===== src/rtl/dec2onehot_led_pkg.sv =====
`default_nettype none
// ============================================================================
// Module      : dec2onehot_led_pkg
// Description : Shared types and helpers for the digit-to-LED echo block.
//               Holds the display FSM state encoding, the LED pattern used
//               for out-of-range codes and the digit-to-one-hot mapping.
// Revision    : 1.0 - initial release
// ============================================================================
package dec2onehot_led_pkg;

  localparam int unsigned DIGIT_W = 4;
  localparam int unsigned LED_W   = 10;

  localparam logic [LED_W-1:0]   LED_INVALID = 10'h3FF;
  localparam logic [DIGIT_W-1:0] DIGIT_MAX   = 4'h9;

  typedef enum logic [1:0] {
    ST_IDLE = 2'd0,
    ST_SHOW = 2'd1,
    ST_GAP  = 2'd2
  } state_t;

  function automatic logic is_valid_digit(input logic [DIGIT_W-1:0] d);
    return (d <= DIGIT_MAX);
  endfunction

  // Codes 0-9 light the LED at the same index; anything else lights all LEDs
  // so a bad code is impossible to mistake for a real digit.
  function automatic logic [LED_W-1:0] digit_to_onehot(input logic [DIGIT_W-1:0] d);
    logic [LED_W-1:0] pat;
    pat = LED_INVALID;
    if (is_valid_digit(d)) begin
      pat = 10'b00_0000_0001 << d;
    end
    return pat;
  endfunction

endpackage : dec2onehot_led_pkg
`default_nettype wire


===== src/rtl/dec2onehot_led_if.sv =====
`default_nettype none
// ============================================================================
// Module      : dec2onehot_led_if
// Description : Valid/ready digit stream feeding the LED echo block.
//               digit_in    - 4-bit digit code (0-9 valid, A-F invalid)
//               digit_valid - producer offers digit_in this cycle
//               digit_ready - consumer can accept; transfer on valid & ready
// Revision    : 1.0 - initial release
// ============================================================================
interface dec2onehot_led_if;

  logic [3:0] digit_in;
  logic       digit_valid;
  logic       digit_ready;

  modport master (
    output digit_in,
    output digit_valid,
    input  digit_ready
  );

  modport slave (
    input  digit_in,
    input  digit_valid,
    output digit_ready
  );

endinterface : dec2onehot_led_if
`default_nettype wire


===== src/rtl/dec2onehot_led_fifo.sv =====
`default_nettype none
// ============================================================================
// Module      : dec2onehot_led_fifo
// Description : DEPTH x DATA_W synchronous first-word-fall-through FIFO with
//               flush. o_dout always shows the oldest entry while non-empty.
// Ports       : clk, rst_n       - clock, async active-low reset
//               i_push / i_din   - write strobe and data (ignored when full)
//               i_pop            - consume oldest entry (ignored when empty)
//               i_flush          - empty the FIFO; overrides push and pop
//               o_dout           - oldest entry
//               o_full / o_empty - occupancy flags
//               o_count          - number of stored entries
// Revision    : 1.0 - initial release
// ============================================================================
module dec2onehot_led_fifo #(
  parameter int DEPTH  = 4,
  parameter int DATA_W = 4
) (
  input  wire logic                     clk,
  input  wire logic                     rst_n,
  input  wire logic                     i_push,
  input  wire logic [DATA_W-1:0]        i_din,
  input  wire logic                     i_pop,
  input  wire logic                     i_flush,
  output logic      [DATA_W-1:0]        o_dout,
  output logic                          o_full,
  output logic                          o_empty,
  output logic      [$clog2(DEPTH):0]   o_count
);

  localparam int AW = $clog2(DEPTH);
  localparam logic [AW:0] c_depth = (AW+1)'(DEPTH);

  logic [DATA_W-1:0] r_mem [DEPTH];
  logic [AW-1:0]     r_wr_ptr;
  logic [AW-1:0]     r_rd_ptr;
  logic [AW:0]       r_count;

  logic w_do_push;
  logic w_do_pop;

  assign w_do_push = i_push & ~o_full  & ~i_flush;
  assign w_do_pop  = i_pop  & ~o_empty & ~i_flush;

  // Pointers are exactly log2(DEPTH) bits, so they wrap modulo DEPTH for free.
  always_ff @(posedge clk or negedge rst_n) begin
    if (!rst_n) begin
      r_wr_ptr <= '0;
      r_rd_ptr <= '0;
      r_count  <= '0;
    end else if (i_flush) begin
      r_wr_ptr <= '0;
      r_rd_ptr <= '0;
      r_count  <= '0;
    end else begin
      if (w_do_push) begin
        r_wr_ptr <= r_wr_ptr + 1'b1;
      end
      if (w_do_pop) begin
        r_rd_ptr <= r_rd_ptr + 1'b1;
      end
      unique case ({w_do_push, w_do_pop})
        2'b10:   r_count <= r_count + 1'b1;
        2'b01:   r_count <= r_count - 1'b1;
        default: r_count <= r_count;
      endcase
    end
  end

  // Storage carries no reset; stale words are unreachable once the
  // pointers are cleared.
  always_ff @(posedge clk) begin
    if (w_do_push) begin
      r_mem[r_wr_ptr] <= i_din;
    end
  end

  assign o_dout  = r_mem[r_rd_ptr];
  assign o_full  = (r_count == c_depth);
  assign o_empty = (r_count == '0);
  assign o_count = r_count;

endmodule : dec2onehot_led_fifo
`default_nettype wire


===== src/rtl/dec2onehot_led.sv =====
`default_nettype none
// ============================================================================
// Module      : dec2onehot_led
// Description : Replays buffered 4-bit digit codes on 10 LEDs as one-hot
//               patterns. Each digit is lit for HOLD_CYC cycles followed by a
//               blank gap of GAP_CYC cycles. Invalid codes light all LEDs and
//               set a sticky flag.
// Ports       : clk            - system clock
//               rst_n          - asynchronous active-low reset
//               s_digit        - valid/ready digit stream (slave side)
//               i_clear        - synchronous flush of FIFO and display
//               o_led          - registered one-hot display pattern
//               o_busy         - FIFO non-empty or display not idle
//               o_invalid_seen - sticky: an invalid code was displayed
// Revision    : 1.0 - initial release
// ============================================================================
module dec2onehot_led
  import dec2onehot_led_pkg::*;
#(
  parameter int DEPTH    = 4,
  parameter int HOLD_CYC = 25_000_000,
  parameter int GAP_CYC  = 5_000_000,
  parameter int CNT_W    = 25
) (
  input  wire logic              clk,
  input  wire logic              rst_n,
  dec2onehot_led_if.slave        s_digit,
  input  wire logic              i_clear,
  output logic [LED_W-1:0]       o_led,
  output logic                   o_busy,
  output logic                   o_invalid_seen
);

  localparam int CW = $clog2(DEPTH);
  localparam logic [CNT_W-1:0] c_hold_load = CNT_W'(HOLD_CYC - 1);
  localparam logic [CNT_W-1:0] c_gap_load  = (GAP_CYC > 0) ? CNT_W'(GAP_CYC - 1) : '0;

  state_t             r_state;
  logic [CNT_W-1:0]   r_timer;
  logic [LED_W-1:0]   r_led;
  logic               r_invalid_seen;

  state_t             w_state_nxt;
  logic [CNT_W-1:0]   w_timer_nxt;
  logic [LED_W-1:0]   w_led_nxt;
  logic               w_invalid_nxt;
  logic               w_load;
  logic               w_pop;
  logic               w_push;

  logic [DIGIT_W-1:0] w_fifo_dout;
  logic               w_fifo_full;
  logic               w_fifo_empty;
  logic [CW:0]        w_fifo_count;

  // ---------------------------------------------------------------------------
  // Input buffer. A digit offered in the same cycle as clear is dropped.
  // ---------------------------------------------------------------------------
  assign s_digit.digit_ready = ~w_fifo_full;
  assign w_push              = s_digit.digit_valid & ~w_fifo_full & ~i_clear;

  dec2onehot_led_fifo #(
    .DEPTH  (DEPTH),
    .DATA_W (DIGIT_W)
  ) u_fifo (
    .clk     (clk),
    .rst_n   (rst_n),
    .i_push  (w_push),
    .i_din   (s_digit.digit_in),
    .i_pop   (w_pop),
    .i_flush (i_clear),
    .o_dout  (w_fifo_dout),
    .o_full  (w_fifo_full),
    .o_empty (w_fifo_empty),
    .o_count (w_fifo_count)
  );

  // ---------------------------------------------------------------------------
  // Display sequencer: state, timer, LED pattern and sticky flag.
  // ---------------------------------------------------------------------------
  always_ff @(posedge clk or negedge rst_n) begin
    if (!rst_n) begin
      r_state        <= ST_IDLE;
      r_timer        <= '0;
      r_led          <= '0;
      r_invalid_seen <= 1'b0;
    end else begin
      r_state        <= w_state_nxt;
      r_timer        <= w_timer_nxt;
      r_led          <= w_led_nxt;
      r_invalid_seen <= w_invalid_nxt;
    end
  end

  always_comb begin
    w_state_nxt   = r_state;
    w_timer_nxt   = r_timer;
    w_led_nxt     = r_led;
    w_invalid_nxt = r_invalid_seen;
    w_load        = 1'b0;
    w_pop         = 1'b0;

    if (i_clear) begin
      w_state_nxt   = ST_IDLE;
      w_timer_nxt   = '0;
      w_led_nxt     = '0;
      w_invalid_nxt = 1'b0;
    end else begin
      unique case (r_state)
        ST_IDLE: begin
          w_load = ~w_fifo_empty;
        end

        ST_SHOW: begin
          if (r_timer == '0) begin
            w_led_nxt = '0;
            if (GAP_CYC > 0) begin
              w_timer_nxt = c_gap_load;
              w_state_nxt = ST_GAP;
            end else begin
              // No gap configured: behave as if the gap just expired, so the
              // next queued digit follows without a blank cycle.
              w_load      = ~w_fifo_empty;
              w_state_nxt = ST_IDLE;
            end
          end else begin
            w_timer_nxt = r_timer - 1'b1;
          end
        end

        ST_GAP: begin
          if (r_timer == '0) begin
            w_load      = ~w_fifo_empty;
            w_state_nxt = ST_IDLE;
          end else begin
            w_timer_nxt = r_timer - 1'b1;
          end
        end

        default: begin
          w_state_nxt = ST_IDLE;
          w_timer_nxt = '0;
          w_led_nxt   = '0;
        end
      endcase

      // Common "start showing the oldest digit" action, shared by IDLE and
      // both hold/gap expiry paths; it overrides the IDLE fallback above.
      if (w_load) begin
        w_pop         = 1'b1;
        w_led_nxt     = digit_to_onehot(w_fifo_dout);
        w_invalid_nxt = r_invalid_seen | ~is_valid_digit(w_fifo_dout);
        w_timer_nxt   = c_hold_load;
        w_state_nxt   = ST_SHOW;
      end
    end
  end

  assign o_led          = r_led;
  assign o_invalid_seen = r_invalid_seen;
  assign o_busy         = (r_state != ST_IDLE) | (w_fifo_count != '0);

endmodule : dec2onehot_led
`default_nettype wire


===== src/flat_wrapper.sv =====
// flat-port wrapper written by rule: the top's interface ports become plain ports
module dec2onehot_led_flat import dec2onehot_led_pkg::*;
#(
  parameter int DEPTH    = 4,
  parameter int HOLD_CYC = 25_000_000,
  parameter int GAP_CYC  = 5_000_000,
  parameter int CNT_W    = 25
)
  (clk, rst_n, i_clear, o_led, o_busy, o_invalid_seen, s_digit_digit_in, s_digit_digit_valid, s_digit_digit_ready);
  dec2onehot_led_if s_digit_i ();
  input  wire logic clk;
  input  wire logic rst_n;
  input  wire logic i_clear;
  output logic [LED_W-1:0] o_led;
  output logic o_busy;
  output logic o_invalid_seen;
  input wire logic [$bits(s_digit_i.digit_in)-1:0] s_digit_digit_in;
  input wire logic [$bits(s_digit_i.digit_valid)-1:0] s_digit_digit_valid;
  output wire logic [$bits(s_digit_i.digit_ready)-1:0] s_digit_digit_ready;
  assign s_digit_i.digit_in = s_digit_digit_in;
  assign s_digit_i.digit_valid = s_digit_digit_valid;
  assign s_digit_digit_ready = s_digit_i.digit_ready;
  dec2onehot_led #(.DEPTH(DEPTH), .HOLD_CYC(HOLD_CYC), .GAP_CYC(GAP_CYC), .CNT_W(CNT_W)) u_core (.clk(clk), .rst_n(rst_n), .s_digit(s_digit_i), .i_clear(i_clear), .o_led(o_led), .o_busy(o_busy), .o_invalid_seen(o_invalid_seen));
endmodule

===== config.mk =====
export PLATFORM = sky130hd
export DESIGN_NAME = dec2onehot_led_flat
export DESIGN_NICKNAME = d
export VERILOG_FILES = /design/src/rtl/dec2onehot_led_pkg.sv /design/src/rtl/dec2onehot_led_if.sv /design/src/rtl/dec2onehot_led_fifo.sv /design/src/rtl/dec2onehot_led.sv /design/src/flat_wrapper.sv
export SDC_FILE = /design/constraint.sdc
export NUM_CORES = 1
export LEC_CHECK = 0
export BUFFER_PORTS_ARGS = -buffer_cell sky130_fd_sc_hd__buf_2
export CAP_MARGIN = 30
export CORE_MARGIN = 3
export CORE_UTILIZATION = 35
export CTS_CLUSTER_SIZE = 10
export DETAILED_ROUTE_END_ITERATION = 12
export PLACE_DENSITY_LB_ADDON = 0.15
export REMOVE_ABC_BUFFERS = 1
export SLEW_MARGIN = 20
export SYNTH_ARGS = -nofsm -noshare
export SYNTH_HDL_FRONTEND = slang
export SYNTH_HIERARCHICAL = 1
export SYNTH_SLANG_ARGS = --single-unit

===== constraint.sdc =====
create_clock -name clk -period 3.8 [get_ports clk]
set_input_delay 0.38 -clock clk [delete_from_list [all_inputs] [get_ports clk]]
set_output_delay 0.38 -clock clk [all_outputs]
set_load 0.005 [all_outputs]

[Word level (Yosys, flattened, before mapping)]
Memory sizes are Yosys's and may differ from the RTL's.
Cells that the tools add are included.
Word-level totals
  flip-flop bits (word level): 45
  bits in writable memories: 16
  output and inout port bits: 13
  memories: 1
Operators by class
  add/sub/neg operators: 5
  $lt $le $gt $ge: 1
  eq/ne operators: 10
  shift operators: 1
  muxes and demuxes: 30
  bitwise operators: 12
  reductions and logical operators: 13
Memories
  u_core.u_fifo.r_mem: depth 4, width 4, rd ports 1, clocked after Yosys merged registers in 0, wr ports 1, line dec2onehot_led_fifo.sv:34  | logic [DATA_W-1:0] r_mem [DEPTH];
Operators by type and width (count)
  two-way mux 25 bit: 4
  case mux 25 bit (3 select lines): 1
  two-way mux 10 bit: 4
  zero test 25 bit: 1
  subtractor 25 x 1 -> 25 bit, second input constant: 1
  case mux 10 bit (2 select lines): 1
  two-way mux 2 bit: 8
  << shifter 1 x 4 -> 10 bit, first input constant: 1
  two-way mux 1 bit: 8
  inequality test 4 x 2 -> 1 bit, second input constant: 2
  nonzero test 2 bit: 4
  bitwise AND 1 bit: 6
  case mux 2 bit (3 select lines): 1
  case mux 3 bit (2 select lines): 1
  nonzero test 3 bit: 2
  adder 2 x 1 -> 2 bit, second input constant: 2
  equality test 2 x 1 -> 1 bit, second input constant: 2
  equality test 2 bit, second input constant: 2
  <= comparator 4 bit, second input constant: 1
  inequality test 4 bit, second input constant: 1
  inverter 1 bit: 4
  AND reduction 2 bit: 2
  adder 3 x 1 -> 3 bit, second input constant: 1
  equality test 3 bit, second input constant: 1
  other kinds (10): 11

[Longest topological paths before layout]
Gate-level depths: netlist of the first run.
  depth after elaboration: 12
  gate-level depth with buffers: 15

[Cells and area by module]
Netlist of the first run, hierarchy kept.
Modules (own cells, without submodules)
  dec2onehot_led: instances 1, cells an instance 308, area an instance 2757.6 µm²
  dec2onehot_led_fifo: instances 1, cells an instance 86, area an instance 1146.1 µm²

[Worst setup path before layout of the first run]
OpenSTA, ideal clock, no wires.
  kind: register to register
  start point: register u_core.r_timer[0]
  end point: register u_core.u_fifo.r_count[1] (netlist: u_core/u_fifo/o_count[1])
  arrival time: 2782 ps
  required time: 3664 ps
  slack: 882 ps
  stages on the path, launching flop included: 16
  path buffers: 2
  clock period less this slack: 2918 ps
  cell sequence: dfrtp_1 -> inv_1 -> ha_1 -> nor4b_2 -> and4_1 -> buf_4 -> a31o_4 -> buf_4 -> nand2_1 -> inv_2 -> nand2b_1 -> nor3_1 -> fa_1 -> o311a_1 -> a21oi_1 -> nor3_1
On the way
  word-level cells in the longest chain between the ends: 11
  elaborated cells between the ends (all ways): 13
  those cells by class: eq/ne: 2; mux: 7; bitwise: 2; reduce/logical: 2
RTL lines
  from (decl): line dec2onehot_led.sv:39  | logic [CNT_W-1:0] r_timer;
  from (signal assigned): line dec2onehot_led.sv:89  | r_timer <= w_timer_nxt;
  zero test 25 bit (*): line dec2onehot_led.sv:115, dec2onehot_led.sv:132
  two-way mux 1 bit (*): line dec2onehot_led.sv:132  | if (r_timer == '0) begin
  case mux 1 bit (2 select lines) (*): line dec2onehot_led.sv:109  | unique case (r_state)
  two-way mux 1 bit (*): line dec2onehot_led.sv:103  | if (i_clear) begin
  two-way mux 1 bit (*): line dec2onehot_led.sv:149  | if (w_load) begin
  two-way mux 1 bit (*): line dec2onehot_led.sv:103
  named net u_core.w_pop: line dec2onehot_led.sv:48  | logic w_pop;
  bitwise AND 1 bit (*) (2 in series): line dec2onehot_led_fifo.sv:43  | assign w_do_pop = i_pop & ~o_empty & ~i_flush;
  equality test 2 x 1 -> 1 bit / equality test 2 bit (equally long branches): line dec2onehot_led_fifo.sv:62  | unique case ({w_do_push, w_do_pop})
  case mux 3 bit (2 select lines): line dec2onehot_led_fifo.sv:62
  two-way mux 3 bit: line dec2onehot_led_fifo.sv:51  | end else if (i_flush) begin
  to (signal assigned): line dec2onehot_led_fifo.sv:63  | 2'b10: r_count <= r_count + 1'b1;
  to (signal assigned): line dec2onehot_led_fifo.sv:64  | 2'b01: r_count <= r_count - 1'b1;
  to (signal assigned): line dec2onehot_led_fifo.sv:65  | default: r_count <= r_count;
  to (decl): line dec2onehot_led_fifo.sv:37  | logic [AW:0] r_count;
Mark *: on every way through the listed nets, which the timed path passes. The rest lies on a longest branch. The select of a mux whose other input is x is not followed.
A chain may end at the register's enable or synchronous reset.

[Worst setup path in the final report of the first run]
Same ends and word-level chain as after synthesis.

==> run summary, run 1 <==
Pin count of the biggest net entering global routing = 35
Worst hold path type = in -> reg
Gr usage total = 0.173
Synthesized instance count = 394
RSZ-0062 raised after global routing = false
Final-report hold violation count = 0
Cells on Worst Hold Path = 1
Asr flop ratio synth = 0.738
Width of the die = 112 um
CP arrival = 3.40 ns
Rows = 37
Area share of the largest cell type after synthesis = 0.288
Crit Path Category = reg -> reg
Fmax = 314 MHz
Post-route non-filler standard cell count = 558
Starting Density = 0.368
Least-Margin Pin Slew = 0.742 ns
Postcts setup bufs = 0
Seq/Total Area, Yosys = 0.412
Crit end category = flop
Clk Latency, worst-skew pair = 0.34 ns
Clock sinks = 61
Crit Path Max Fanout = 7
Post-placement cell count = 541
R2R depth = 13
Number of global-route vias before repair = 3,176
CTS root buffer = clkbuf_8
Flops & latches, synth = 61
Pins Over Slew Limit = 0
Longest Clk Path Bufs = 2
Port bufs = 20
Post-synth top area cell = dfrtp_1
Antenna cells = 0
Required @ worst endpoint = 4.02 ns
Post-CTS resize count = 0
GPL Wtd Cong = 0.881
Area after DPL = 4140 um2
Status = finished clean
Slew Limit Headroom = 0.502
WL final = 10.4 mm
TritonRoute pass-1 iters = 5
Final worst path period share = 0.837
Top_reg_cell synth = dfrtp_1
DR vias/cell = 5.83
Clock Skew = 0.00743 ns
Post-synthesis average cell area = 9.91 um2
Post-layout util = 0.408
PwrDens = 389 nW/um2
Area contributors post-synth = dfrtp_1 (29%), edfxtp_1 (12%), ha_1 (2.9%), nor2_1 (2.8%), a21oi_1 (2.4%)
GRT overflow = 0
Post-synth EDFFs = 16
Fraction of layout cells with a size suffix above 1 = 0.178
Yosys warnings = 6
Cell with the most instances after synthesis = dfrtp_1
Dpl hpwl = 7.33 mm
Post-Synthesis Cell Area = 3900 um2
H-tree depth = 3
Post-route DRC violation count = 0
Die Height = 112 um
Leak = 1.80 nW
Post-synth top cells = dfrtp_1 (45), nor2_1 (29), inv_1 (21), nand2_1 (21), a21oi_1 (19)
CTS clk-pin slew, worst paths = 0.07 ns
CTS Buf Count = 9
Design area = 4320 um2
1st-iter DRT viols = 259
First-pass GRT wire length = 17.2 mm
Ports = 21
CP startpoint kind = flop
Die area = 12,500 um2
Worst Slack Setup Final = 0.620 ns
Worst slack at placement = 0.684 ns
Fin nets = 435
ANT nets after route = 0
P&R area growth vs syn = 10.7%
Fin crit period = 3.18 ns
Post-CTS Hold Buffers = 1
Setup TNS = 0 ns
Routed wire length per instance = 18.7 um
Initial antenna violation count = 0
Setup Viol. Count Final = 0
Max IR drop VDD = 186 uV
Unique masters post-synth = 71
MaxCap Viol Count = 0
CTS tree = yes
Vias = 3,252
Core area = 10,600 um2
==> registers in the layout (all words and copies together), names as in the netlist <==
register	cells
u_core/u_fifo/r_mem	16
u_core/r_state	2
u_core/o_invalid_seen	1
u_core/u_fifo/o_count	3
u_core/u_fifo/r_wr_ptr	2
u_core/o_led	10
u_core/u_fifo/r_rd_ptr	2
u_core/r_timer	25
==> layout by cell type (no fill, tap or decap), drive strengths merged, types with 10 or more instances in the layout <==
| cell type | count |
|---|---|
| edfxtp | 16 |
| dfrtp | 45 |
| nand2 | 22 |
| clkbuf | 10 |
| nor3 | 18 |
| buf | 32 |
| nor2 | 30 |
| o21ai | 23 |
| inv | 23 |
| nand3 | 10 |
| a21oi | 19 |
| nor4 | 10 |
==> power by group <==
group	internal (W)	total, W	switching [W]	leakage, nW
sequential	0.000703	0.000748	0.0000453	0.759
combinational	0.000156	0.000427	0.000270	0.965
clock	0.000234	0.000505	0.000271	0.0743
==> per-stage QoR <==
step | hold WS, ns | power [W]
2_1_floorplan | 0.0844 | 0.00104
3_3_place_gp | 0.285 | 0.00117
3_5_place_dp | 0.283 | 0.00118
4_1_cts | 0.234 | 0.00169
5_1_grt | 0.233 | 0.00177
6_report | 0.252 | 0.00168
==> worst max-delay path, stage by stage (launching register included) <==
cell and delay [ns]:
dfrtp_1 0.42, inv_1 0.10, ha_1 0.23, nor4b_2 0.35
and4_1 0.45, a31o_4 0.20, nand2_1 0.10, inv_2 0.10
nand2b_1 0.09, nor3_1 0.22, fa_1 0.47, o311a_1 0.13
a21oi_1 0.14, nor3_1 0.07
==> area by class of cell <==
| type | count | area, um2 |
|---|---|---|
| fill | 1038 | 6280 |
| multi-input combinational | 288 | 2090 |
| sequential | 61 | 1610 |
| timing repair buffer | 33 | 200 |
| tap | 136 | 170 |
| clock buffer | 10 | 128 |
| inverter | 24 | 90.1 |
| clock inverter | 6 | 40.0 |
==> path summary, 6_finish.rpt <==
check / end / startpoint / slack, ns
max: u_core/u_fifo/o_count[1] / u_core/r_timer[0] / 0.62
min: u_core/u_fifo/r_mem[0][1] / s_digit_digit_in[1] / 0.25
max reg2reg: u_core/u_fifo/o_count[1] / u_core/r_timer[0] / 0.62
min reg2reg: u_core/o_invalid_seen / u_core/o_invalid_seen / 0.50
max in group asynchronous: u_core/r_timer[20] / rst_n / 2.57
min in group asynchronous: u_core/r_timer[9] / rst_n / 0.45
==> cells by family after synthesis <==
group                    synth area share
AO/OA/AOI/OAI                       0.210
XOR/XNOR                           0.0112
adder cells (fa/ha/maj)            0.0340
buffers and inverters              0.0542
flip-flops                          0.412
multiplexers                       0.0551
AND/OR/NAND/NOR                     0.224
==> layer usage <==
layer | GRT usage | part of all wire | up-vias
met2 | 0.252 | 0.44 | 103
met3 | 0.0484 | 0.056 | 24
li1 | - | - | 1543
met4 | 0.0584 | 0.021 | 0
met1 | 0.247 | 0.48 | 1582
met5 | 0 | 0 | -
Power figures use the tool's default switching activity.
==> run 2, diff against run 1 <==
--- a/config.mk
+++ b/config.mk
@@ -5,6 +5,7 @@
 export SDC_FILE = /design/constraint.sdc
 export NUM_CORES = 1
 export LEC_CHECK = 0
+export ABC_AREA = 1
 export BUFFER_PORTS_ARGS = -buffer_cell sky130_fd_sc_hd__buf_2
 export CAP_MARGIN = 30
 export CORE_MARGIN = 3
==> constraint.sdc (replaced) <==
create_clock -name clk -period 3 [get_ports clk]
set_input_delay 0.3 -clock clk [delete_from_list [all_inputs] [get_ports clk]]
set_output_delay 0.3 -clock clk [all_outputs]
set_load 0.005 [all_outputs]
==> run 2 against run 1 <==
Net effect: worst hold slack got worse by 0.096 ns; synthesized cell count increased by 37%; design area grew 0.17%; critical path depth grew 8; clock skew about the same; area after synthesis decreased by 0.67%; clock power grew 36%; die area decreased by 0.63%; critical endpoint is now u_core/u_fifo/o_count[2]; largest cell class unchanged; largest power group is now combinational cells.
==> run summary, run 2 <==
Post-CTS resize count = 0
Most frequent cells in the layout = nand2_1 (187), nor2_1 (59), inv_1 (57)
RSZ-0062 raised after global routing = false
Max IR drop VDD = 339 uV
Final-report hold violation count = 0
Post-synthesis average cell area = 7.19 um2
PwrDens = 941 nW/um2
Setup Viol. Count Final = 0
Crit Path Category = reg -> reg
Ports = 21
Clock sinks = 61
Status = finished clean
Post-Synthesis Cell Area = 3880 um2
Antenna cells = 0
Switching fraction of total power = 0.496
Seq/Total Area, Yosys = 0.414
Largest Register = u_core/r_timer
Clock Skew = 0.00731 ns
Routed wire length per instance = 13.6 um
Most used cell, CP = nand2_1
Cells on Worst Hold Path = 1
Cell with the most instances after synthesis = nand2_1
Max incr delay on CP = 0.40 ns
Longest Clk Path Bufs = 2
Fraction of layout cells with a size suffix above 1 = 0.143
Post-route non-filler standard cell count = 708
WL final = 9.61 mm
CTS clk-pin slew, worst paths = 0.08 ns
Setup slack, reg-to-reg = 0.33 ns
Most common cell after layout, fill and taps aside = nand2_1
Crit path from = u_core/r_timer[0]
Top_reg_cell synth = dfrtp_1
Int Pwr = 0.00205 W
Setup TNS = 0 ns
H-tree depth = 3
TritonRoute pass-1 iters = 4
CP arrival = 2.92 ns
Unique masters post-synth = 37
Largest register FFs = 25
Total Power = 0.00407 W
Initial antenna violation count = 0
Post-synth top cells = nand2_1 (187), nor2_1 (59), inv_1 (57)
Die area = 12,400 um2
Terminus of the critical flop-to-flop path = u_core/u_fifo/o_count[2]
Seq pwr share = 0.301
Flops & latches, synth = 61
Least-Margin Pin Slew = 0.638 ns
Sw Pwr = 0.00202 W
CP max-delay cell = dfrtp_1
Leak = 2.17 nW
Rows = 37
P&R area growth vs syn = 11.6%
Yosys warnings = 6
CTS Buf Count = 9
Fin crit period = 2.67 ns
Asr flop ratio synth = 0.738
GPL Wtd Cong = 0.928
Area share of the largest cell type after synthesis = 0.290
Synthesized instance count = 539
ANT nets after route = 0
Crit Path Max Fanout = 7
GRT overflow = 0
R2R depth = 21
CP startpoint kind = flop
First-pass GRT wire length = 16.5 mm
Crit path cell chain = inv_1 -> ha_1 -> nand2_2 -> nor2_4 -> nand2_1 -> nor2_1 -> nand3_2 -> nand2_2 -> nand2_2 -> inv_1 -> nand2_2 -> nor2_2 -> nand2_1 -> inv_1 -> fa_1 -> xnor2_1 -> inv_1 -> nand2_1 -> nand2_1 -> nand2_1 -> nand2_1
Area after DPL = 4140 um2
Design area = 4330 um2
CTS root buffer = clkbuf_8
Final worst path period share = 0.888
Slew Limit Headroom = 0.575
Post-CTS Hold Buffers = 1
Dpl hpwl = 7.24 mm
Reg-to-Reg Start = u_core/r_timer[0]
Gr usage total = 0.165
Fmax = 375 MHz
Worst Slack Setup Final = 0.335 ns
Worst hold path type = in -> reg
Clk pwr share = 0.168
Pins Over Slew Limit = 0
CTS tree = yes
Hold Crit Start = s_digit_digit_in[1]
Vias = 3,387
Crit end category = flop
Worst slack at placement = 0.388 ns
Port bufs = 20
1st-iter DRT viols = 209
Core area = 10,600 um2
Post-route DRC violation count = 0
Number of global-route vias before repair = 3,373
Required @ worst endpoint = 3.25 ns
Post-synth top area cell = dfrtp_1
Logic gate share of total power = 0.531
Width of the die = 111 um
Postcts setup bufs = 0
MaxCap Viol Count = 0
Pin count of the biggest net entering global routing = 26
Area contributors post-synth = dfrtp_1 (29%), nand2_1 (18%), edfxtp_1 (12%), nor2_1 (5.7%), inv_1 (5.5%)
Die Height = 111 um
WHS Endpoint = u_core/u_fifo/r_mem[3][1]
DR vias/cell = 4.78
Post-placement cell count = 691
Fin nets = 585
Starting Density = 0.367
Post-synth EDFFs = 16
Clk Latency, worst-skew pair = 0.35 ns
## run 2: cell types whose count changed in the layout (fill, tap and decap cells not counted), sizes merged, moves of 8 or more
| cell | before | now |
|---|---|---|
| o21ai | 23 | 40 |
| a22oi | 8 | 0 |
| a31oi | 9 | 0 |
| nor2b | 8 | 0 |
| inv | 23 | 65 |
| nor3 | 18 | 1 |
| nand3 | 10 | 43 |
| nor4 | 10 | 1 |
| nand2 | 22 | 198 |
| mux2i | 8 | 0 |
| nor2 | 30 | 73 |
## run 2: cells by family after synthesis
family	share of synthesized area
compound gates	0.0874
flops	0.414
buf+inv	0.0826
fa+ha+maj	0.0342
simple gates	0.359
xor+xnor	0.0226
## run 2: layout make-up
class | instances | area (um2)
clock inverters | 7 | 57.6
flip-flops and latches | 61 | 1610
clock buffers | 9 | 124
well taps | 136 | 170
multi-input cells | 404 | 1950
repair buffers | 28 | 183
inverters | 63 | 236
fillers | 1115 | 6230
## run 2: stage by stage
stage,hold WS (ns),util
after floorplan,0.00441,-
after global placement,0.468,0.389
after detailed placement,0.376,0.392
after CTS,0.137,0.410
after global routing,0.146,0.410
final,0.156,0.410
## run 2: worst max-delay path, delay by kind of cell, from the launching register on
kind	cells	cell delay, ns
XOR/XNOR	1	0.15
AND/OR/NAND/NOR	14	1.23
buffers and inverters	4	0.34
flip-flops	1	0.40
adder cells (fa/ha/maj)	2	0.44
## run 2: routing by layer
layer | track usage | share of wire | vias to the layer above
met2 | 0.269 | 0.46 | 42
met4 | 0.0430 | 0.011 | 0
met5 | 0 | 0 | -
li1 | - | - | 1762
met1 | 0.220 | 0.49 | 1575
met3 | 0.0388 | 0.035 | 8
## run 2: power groups by stage
stage	combinational, W	sequential [W]	clock (W)
2_1_floorplan	0.00156	0.00120	0
3_3_place_gp	0.00215	0.00124	0
3_5_place_dp	0.00217	0.00124	0
4_1_cts	0.00218	0.00123	0.000710
5_1_grt	0.00250	0.00126	0.000736
6_report	0.00216	0.00123	0.000685
## run 2: how the worst max path moves through the flow
stage               cells after the start                        to
floorplan                              21  u_core/u_fifo/o_count[2]
global placement                       21  u_core/u_fifo/o_count[2]
detailed placement                     21  u_core/u_fifo/o_count[2]
CTS                                    21  u_core/u_fifo/o_count[2]
global route                           21  u_core/u_fifo/o_count[2]
finish                                 21  u_core/u_fifo/o_count[2]
